`config.mk`:
```
export PLATFORM = sky130hd
export DESIGN_NAME = trace_sequencer
export DESIGN_NICKNAME = d
export VERILOG_FILES = /design/src/rtl/trace_pkg.sv /design/src/rtl/regs_compare.sv /design/src/rtl/trace_sequencer.sv
export SDC_FILE = /design/constraint.sdc
export NUM_CORES = 1
export LEC_CHECK = 0
export ABC_AREA = 1
export BUFFER_PORTS_ARGS = -buffer_cell sky130_fd_sc_hd__buf_2
export CAP_MARGIN = 25
export CORE_AREA = 2 2 596 598
export DETAILED_ROUTE_END_ITERATION = 6
export DIE_AREA = 0 0 598 600
export PLACE_DENSITY = 0.35
export SLEW_MARGIN = 20
export SYNTH_ARGS = -nofsm -noshare
export SYNTH_HDL_FRONTEND = slang
export SYNTH_SLANG_ARGS = --single-unit
```
`constraint.sdc`:
```
create_clock -name clk -period 5.5 [get_ports clk]
set_clock_uncertainty 0.2 [all_clocks]
set_input_delay 0.55 -clock clk [delete_from_list [all_inputs] [get_ports clk]]
set_output_delay 0.55 -clock clk [all_outputs]
set_load 0.03 [all_outputs]
```
`src/rtl/trace_pkg.sv`:
```
// Shared definitions for the trace sequencer: step layout, register
// indices and the sequencer state encoding.
package trace_pkg;

    localparam int STEP_W = 560;
    localparam int NREGS  = 10;
    localparam int REG_W  = 32;
    localparam int REGS_W = NREGS * REG_W;

    // Step field offsets (inclusive bit positions)
    localparam int INSTR_HI = 559;
    localparam int INSTR_LO = 464;
    localparam int REGS_HI  = 463;
    localparam int REGS_LO  = 144;
    localparam int HINT1_HI = 143;
    localparam int HINT1_LO = 72;
    localparam int HINT2_HI = 71;
    localparam int HINT2_LO = 0;

    // Register indices; also the bit order of CHECK_MASK and fail_mask
    localparam int REG_EAX    = 0;
    localparam int REG_EBX    = 1;
    localparam int REG_ECX    = 2;
    localparam int REG_EDX    = 3;
    localparam int REG_ESI    = 4;
    localparam int REG_EDI    = 5;
    localparam int REG_ESP    = 6;
    localparam int REG_EBP    = 7;
    localparam int REG_EIP    = 8;
    localparam int REG_EFLAGS = 9;

    typedef enum logic [2:0] {
        IDLE  = 3'd0,
        FIRST = 3'd1,
        EXEC  = 3'd2,
        CHECK = 3'd3,
        END   = 3'd4
    } state_t;

endpackage

```
`src/rtl/regs_compare.sv`:
```
// Per-register compare of the captured core result against the register
// field of the next trace step. The two vectors use opposite orders:
// the core result has eax in the low word, the step field has eax in the
// high word.
module regs_compare
    import trace_pkg::*;
(
    input  logic [REGS_W-1:0] exp_regs,
    input  logic [REGS_W-1:0] step_regs,
    input  logic [NREGS-1:0]  check_mask,
    output logic [NREGS-1:0]  mismatch
);

    // One mismatch bit per enabled register
    always_comb begin
        mismatch = '0;
        for (int i = 0; i < NREGS; i++) begin
            mismatch[i] = check_mask[i] &&
                (exp_regs[REG_W*i +: REG_W] != step_regs[REGS_W-1-REG_W*i -: REG_W]);
        end
    end

endmodule

```
`src/rtl/trace_sequencer.sv`:
```
// Feeds trace steps to a combinational single-step core and checks each
// computed register state against the registers of the following step.
//
// Handshake: a step moves from the source only in a cycle where
// step_valid && step_ready are both high at the rising clock edge;
// step_data and step_last are sampled in that cycle only, and step_last
// means nothing unless step_valid is also high.
module trace_sequencer
    import trace_pkg::*;
#(
    parameter int         STEP_W     = 560,
    parameter logic [9:0] CHECK_MASK = 10'h3FF
) (
    input  logic              clk,
    input  logic              rst_n,
    input  logic              start,
    input  logic              step_valid,
    input  logic [STEP_W-1:0] step_data,
    input  logic              step_last,
    output logic              step_ready,
    output logic [STEP_W-1:0] dut_step,
    input  logic [REGS_W-1:0] dut_regs,
    output logic              busy,
    output logic              done,
    output logic              pass,
    output logic [31:0]       fail_index,
    output logic [NREGS-1:0]  fail_mask,
    output logic [31:0]       steps_checked,
    output state_t            state_dbg
);

    state_t              state, next_state;
    logic [STEP_W-1:0]   prev, nxt_prev;
    logic [REGS_W-1:0]   exp_regs, nxt_exp;
    logic [31:0]         nxt_sc, nxt_fi;
    logic [NREGS-1:0]    nxt_fm, mismatch;
    logic                nxt_done, nxt_pass, nxt_busy, nxt_ready;
    logic                xfer;

    assign xfer      = step_valid && step_ready;
    assign dut_step  = prev;
    assign state_dbg = state;

    regs_compare u_cmp (
        .exp_regs   (exp_regs),
        .step_regs  (step_data[REGS_HI:REGS_LO]),
        .check_mask (CHECK_MASK),
        .mismatch   (mismatch)
    );

    // State register
    always_ff @(posedge clk or negedge rst_n) begin
        if (!rst_n) state <= IDLE;
        else        state <= next_state;
    end

    // Next-state decode; start is only honoured when no check is running
    always_comb begin
        next_state = state;
        case (state)
            IDLE, END: if (start) next_state = FIRST;
            FIRST:     if (xfer) next_state = step_last ? END : EXEC;
            EXEC:      next_state = CHECK;
            CHECK:     if (xfer) next_state = ((mismatch != '0) || step_last) ? END : EXEC;
            default:   next_state = IDLE;
        endcase
    end

    // Next values of the registered outputs and datapath
    always_comb begin
        nxt_prev  = prev;
        nxt_exp   = exp_regs;
        nxt_sc    = steps_checked;
        nxt_fi    = fail_index;
        nxt_fm    = fail_mask;
        nxt_done  = done;
        nxt_pass  = pass;
        nxt_ready = (next_state == FIRST) || (next_state == CHECK);
        nxt_busy  = (next_state == FIRST) || (next_state == EXEC) || (next_state == CHECK);
        case (state)
            IDLE, END: begin
                if (start) begin
                    nxt_sc   = '0;
                    nxt_fi   = '0;
                    nxt_fm   = '0;
                    nxt_done = 1'b0;
                    nxt_pass = 1'b0;
                end
            end
            FIRST: begin
                if (xfer) begin
                    nxt_prev = step_data;
                    if (step_last) begin
                        nxt_done = 1'b1;
                        nxt_pass = 1'b1;
                    end
                end
            end
            EXEC: begin
                // The core has had one full cycle to settle on prev
                nxt_exp = dut_regs;
            end
            CHECK: begin
                if (xfer) begin
                    if (mismatch != '0) begin
                        // The diverging step is consumed but never executed
                        nxt_fm   = mismatch;
                        nxt_fi   = steps_checked;
                        nxt_done = 1'b1;
                        nxt_pass = 1'b0;
                    end else begin
                        nxt_prev = step_data;
                        nxt_sc   = (steps_checked == 32'hFFFF_FFFF) ? steps_checked
                                                                    : steps_checked + 32'd1;
                        if (step_last) begin
                            nxt_done = 1'b1;
                            nxt_pass = 1'b1;
                        end
                    end
                end
            end
            default: ;
        endcase
    end

    // Output and datapath registers
    always_ff @(posedge clk or negedge rst_n) begin
        if (!rst_n) begin
            prev          <= '0;
            exp_regs      <= '0;
            steps_checked <= '0;
            fail_index    <= '0;
            fail_mask     <= '0;
            done          <= 1'b0;
            pass          <= 1'b0;
            busy          <= 1'b0;
            step_ready    <= 1'b0;
        end else begin
            prev          <= nxt_prev;
            exp_regs      <= nxt_exp;
            steps_checked <= nxt_sc;
            fail_index    <= nxt_fi;
            fail_mask     <= nxt_fm;
            done          <= nxt_done;
            pass          <= nxt_pass;
            busy          <= nxt_busy;
            step_ready    <= nxt_ready;
        end
    end

endmodule

```
==> results.sh, run 1 <==
export IMPL_synth_edf_count=0
export IMPL_ant_nets=0
export IMPL_clk_pin_slew_ps=60
export IMPL_drive_gt1_share_pct=24.1
export IMPL_tns_ps=0
export IMPL_yosysTopAreaCellShare_pct=56.7
export IMPL_ys_flop_type="dfrtp_1"
export IMPL_startpoint_type="input port"
export IMPL_power_density_mw_per_mm2=545
export IMPL_dpl_hpwl_mm=254
export IMPL_post_route_util_pct=19.7
export IMPL_grt_max_degree=134
export IMPL_grt_pass1_vias=46915
export IMPL_finalNetCount=8460
export IMPL_worst_ep_arrival_time_ps=4750
export IMPL_end_kind="flop"
export IMPL_die_area_mm2=0.359
export IMPL_clockRootBuffer="clkbuf_16"
export IMPL_worstHoldPathType="in -> reg"
export IMPL_die_h_um=600
export IMPL_yosys_warnings=0
export IMPL_cp_required_ps=6030
export IMPL_synth_area_leaders="dfrtp_1 (57%), nand2_1 (21%), nand3_1 (5.2%)"
export IMPL_syn_area_mm2=0.0424
export IMPL_core_rowCount=218
export IMPL_routabilityCongestion=0.897
export IMPL_cap_violations=0
export IMPL_placed_cells=11173
export IMPL_ctsLongestPathBuffers=4
export IMPL_timing_final_crit_share_pct=76.8
export IMPL_dp_slack_ps=894
export IMPL_p_leak_nw=35.4
export IMPL_async_reset_ff_share_pct=100
export IMPL_routed_wl_mm=310
export IMPL_max_freq_mhz=237
export IMPL_synth_distinct_cells=29
export IMPL_initial_core_util_pct=12.1
export IMPL_yosysSeqAreaShare_pct=56.7
export IMPL_antenna_found_initial=210
export IMPL_synth_nets=6095
export IMPL_fin_hold_ws_ps=9.72
export IMPL_vias=45726
export IMPL_max_vdd_ir_drop_mv=0.264
export IMPL_first_pass_iters=6
export IMPL_maxSlewHeadroom_pct=30.2
export IMPL_die_width_um=598
export IMPL_synth_cells=5209
export IMPL_drc_errors=0
export IMPL_grt_pass1_wl_mm=412
export IMPL_setup_ws_ps=1270
export IMPL_synth_most_common_cell="nand2_1"
export IMPL_netlist_top_cells_count="nand2_1 (2,401), dfrtp_1 (961), nand3_1 (442)"
export IMPL_htree_levels=4
export IMPL_slew_viol_final=0
export IMPL_fill_cells=39817
export IMPL_finalHoldViolations=0
export IMPL_tightest_slew_ps=1050
export IMPL_multi_input_area_mm2=0.0160
export IMPL_avgSynthCellArea_um2=8.14
export IMPL_core_area_mm2=0.352
export IMPL_cts_setup_buffers=0
export IMPL_area_growth_pct=63.1
export IMPL_period_needed_ps=4230
export IMPL_port_buffers=1525
export IMPL_io_pins=1526
export IMPL_outcome="complete, no violations"
export IMPL_grt_setup_unrepaired="no"
export IMPL_dr_first_iter_drc_count=2962
export IMPL_yosysTopAreaCell="dfrtp_1"
export IMPL_via_per_inst=3.70
export IMPL_ys_ff_latch=961
export IMPL_cts_tree="done"
export IMPL_grt_usage_pct=16.7
export IMPL_clock_sinks=961
export IMPL_postCtsHoldBufs=880
export IMPL_gr_total_overflow=0
export IMPL_seqCellArea_mm2=0.0240
export IMPL_numCtsBuffers=138
export IMPL_clock_latency_ps=820
export IMPL_critPathKind="in -> reg"
export IMPL_crit_path_max_fanout=114
export IMPL_routedWlPerCell_um=25.1
export IMPL_post_cts_resized=0
export IMPL_finalSetupViolations=0
export IMPL_fin_cells=12372
-- power breakdown --
| group | internal (mW) | switching, mW | total [mW] |
|---|---|---|---|
| clock network | 5.45 | 3.79 | 9.24 |
| registers | 10.2 | 2.05 | 12.3 |
| logic | 4.52 | 11.7 | 16.2 |
| total | 20.2 | 17.5 | 37.7 |
-- layout make-up --
type	count	share of cell area (%)
diodes	79	0.286
clock buffers	192	5.75
clock inverters	47	0.803
inverters	299	1.63
multi-input cells	3683	23.2
flip-flops and latches	961	34.8
well taps	4620	8.36
repair buffers	2491	25.2
-- critical path, cell delays in order --
cell	delay, ps
dlygate4sd3_1	550
buf_2	210
xor2_1	180
nor2_1	430
nand2_1	120
nor2_1	190
nand2_1	100
nor2_1	340
buf_4	250
nand2_1	70
nor2_1	130
nand3_2	180
nand2_8	220
buf_12	380
nand3_1	310
nand2_1	140
-- worst paths after layout --
path | start | end | slack, ps | depth (start not counted)
hold reg to reg | dut_step[128] | dut_step[128] | 270 | 2
max in group asynchronous | rst_n | dut_step[437] | 3430 | 3
hold / removal | step_data[443] | dut_step[443] | 10 | 3
setup / recovery | step_data[354] | dut_step[170] | 1270 | 16
min in group asynchronous | rst_n | dut_step[168] | 100 | 2
setup reg to reg | exp_regs[114] | dut_step[170] | 1430 | 14
-- cells by family (layout without fill, tap and decap cells) --
group                      Yosys count  count (layout)  share of synthesized area, %
buffers and inverters              565            3029                          5.61
xor gates and xnor gates           213             213                          4.40
DFF                                961             961                          56.7
and+or+nand+nor                   3188            3188                          29.9
AOI/OAI and AO/OA                  281             281                          3.33
other                                0              79                             0
adders and majority gates            1               1                        0.0295
-- cells in the final DEF, fill, tap and decap left out, drive strengths merged --
cell         netlist  final
a31oi              1      1
or2                3      3
inv              299    304
xnor2             39     39
o21ai            272    272
nor2             268    268
diode              0     79
a32oi              1      1
buf              138   1610
clkinvlp           0      4
xor2             174    174
a21oi              7      7
nor3              20     20
clkinv             0     30
nand3            443    443
nand2           2403   2403
nor4               9      9
ha                 1      1
nand4             41     41
bufinv             0      8
dlygate4sd3        0    881
nor3b              1      1
dfrtp            961    961
clkbuf           128    192
-- state kept, by name (all words and copies together) (netlist names) --
register	cells
state_dbg	3
exp_regs	320
done	1
fail_mask	10
dut_step	560
fail_index	32
step_ready	1
steps_checked	32
pass	1
busy	1
-- per-stage QoR --
stage,power (mW),area [µm²]
3_3_place_gp,28.0,55600
5_1_grt,40.1,69100
6_report,37.7,69200
2_1_floorplan,21.3,42400
4_1_cts,38.4,69000
3_5_place_dp,28.1,55600
-- layer usage --
| layer | routed length, µm | GRT usage (%) |
|---|---|---|
| met5 | 525 | 0.481 |
| met4 | 9860 | 4.65 |
| met3 | 23800 | 5.01 |
| met2 | 152000 | 29.0 |
| met1 | 124000 | 19.7 |
Power figures use the tool's default switching activity.
==> inputs of run 2 (changes only) <==
clock period = 4.36 ns   (was 5.5 ns; I/O delays follow)
==> results.sh, run 2 (synthesized netlist as in run 1, its figures left out) <==
export IMPL_outcome="complete, no violations"
export IMPL_die_area_mm2=0.359
export IMPL_tightest_slew_ps=1050
export IMPL_first_pass_iters=6
export IMPL_r2r_end="pass"
export IMPL_largest_reg_flops=560
export IMPL_clock_sinks=961
export IMPL_die_h_um=600
export IMPL_crit_path_max_fanout=9
export IMPL_max_vdd_ir_drop_mv=0.361
export IMPL_startpoint="exp_regs[114]"
export IMPL_via_per_inst=3.69
export IMPL_clockRootBuffer="clkbuf_16"
export IMPL_port_buffers=1525
export IMPL_grt_pass1_wl_mm=414
export IMPL_p_leak_nw=35.6
export IMPL_maxSlewHeadroom_pct=29.9
export IMPL_timing_rr_start="exp_regs[114]"
export IMPL_gr_total_overflow=0
export IMPL_routedWlPerCell_um=25.1
export IMPL_p_total_mw=47.7
export IMPL_initial_core_util_pct=12.1
export IMPL_cp_num_buf_inv=4
export IMPL_drc_errors=0
export IMPL_antenna_found_initial=215
export IMPL_dr_first_iter_drc_count=3233
export IMPL_grt_max_degree=123
export IMPL_cap_violations=0
export IMPL_crit_slowest_cell="dlygate4sd3_1"
export IMPL_cts_tree="done"
export IMPL_mostFrequentLayoutCell="nand2_1"
export IMPL_slowest_delay_ps=570
export IMPL_clk_pin_slew_ps=60
export IMPL_area_growth_pct=64.0
export IMPL_critical_path_cell_chain="xor2_1 -> nor2_1 -> nand2_1 -> nor2_1 -> nand2_1 -> nor2_1 -> buf_4 -> nand2_1 -> nor2_1 -> nand3_2 -> nand2_8 -> buf_12 -> buf_4 -> nand2_1 -> o21ai_0 -> dlygate4sd3_1"
export IMPL_grt_usage_pct=16.8
export IMPL_core_area_mm2=0.352
export IMPL_cp_required_ps=4900
export IMPL_grt_pass1_vias=47173
export IMPL_routabilityCongestion=0.883
export IMPL_htree_levels=4
export IMPL_path_delay_family="simple AND/OR/NAND/NOR gates"
export IMPL_max_freq_mhz=261
export IMPL_io_pins=1526
export IMPL_critPathKind="reg -> reg"
export IMPL_routed_wl_mm=312
export IMPL_drive_gt1_share_pct=24.4
export IMPL_worstHoldPathType="in -> async"
export IMPL_worst_ep_arrival_time_ps=4360
export IMPL_grt_setup_unrepaired="no"
export IMPL_slew_viol_final=0
export IMPL_end_kind="flop"
export IMPL_r2r_slack_ps=530
export IMPL_clock_latency_ps=830
export IMPL_period_needed_ps=3830
export IMPL_die_width_um=598
export IMPL_core_rowCount=218
export IMPL_r2r_cells=16
export IMPL_final_cell_mix="nand2_1 (2,401), buf_2 (1,524), dfrtp_1 (961), dlygate4sd3_1 (884), nand3_1 (442)"
export IMPL_finalNetCount=8504
export IMPL_power_density_mw_per_mm2=686
export IMPL_startpoint_type="flop"
export IMPL_finalSetupViolations=0
export IMPL_timing_final_crit_share_pct=87.8
export IMPL_ant_nets=0
export IMPL_dpl_hpwl_mm=257
export IMPL_vias=45734
export IMPL_ctsLongestPathBuffers=4
export IMPL_finalHoldViolations=0
export IMPL_tns_ps=0
export IMPL_numCtsBuffers=137
## run 2: changes by cell type in the layout (fill, tap and decap cells not counted), sizes merged
cell	previous run	this run
clkinvlp	4	6
buf	1610	1652
bufinv	8	9
dlygate4sd3	881	884
inv	304	306
clkinv	30	18
clkbuf	192	194
diode	79	75
## run 2: area by class of cell
class	count	area [µm²]
diodes	75	188
clock buffers	194	3970
clock inverters	40	515
fillers	39789	282000
inverters	299	1130
multi-input cells	3683	16000
flip-flops and latches	961	24000
well taps	4620	5780
repair buffers	2536	17900
## run 2: routing by layer
metal	wire length [µm]	GRT usage (%)
met1	126000	20.0
met3	21800	4.21
met2	155000	29.6
met5	374	0.281
met4	9130	4.53
## run 2: how the worst max path moves through the flow
stage | endpoint | depth (start not counted)
after global placement | dut_step[50] | 19
after floorplan | steps_checked[26] | 12
after detailed placement | dut_step[50] | 17
after global routing | pass | 18
final | pass | 16
after CTS | pass | 16
## run 2: repair_timing
item	in CTS	in global routing
gates resized for setup	0	0
buffers inserted	0	0
hold buffers	884	0
endpoints found under the hold margin	933	0
## run 2: power by group
part | internal [mW] | total (mW) | switching [mW]
clock network | 6.88 | 11.6 | 4.72
logic | 5.87 | 20.6 | 14.8
registers | 12.9 | 15.5 | 2.59
total | 25.6 | 47.7 | 22.1
## run 2: per-stage QoR
step	instance area (µm²)	hold slack (ps)	instances	util, %	setup slack (ps)
2_1_floorplan	42400	-59.6	5209	-	2000
3_3_place_gp	56000	249	11214	15.9	43.2
3_5_place_dp	56000	253	11215	15.9	166
4_1_cts	69400	28.0	12333	19.7	304
5_1_grt	69500	91.3	12377	19.7	161
6_report	69600	141	12408	19.8	532
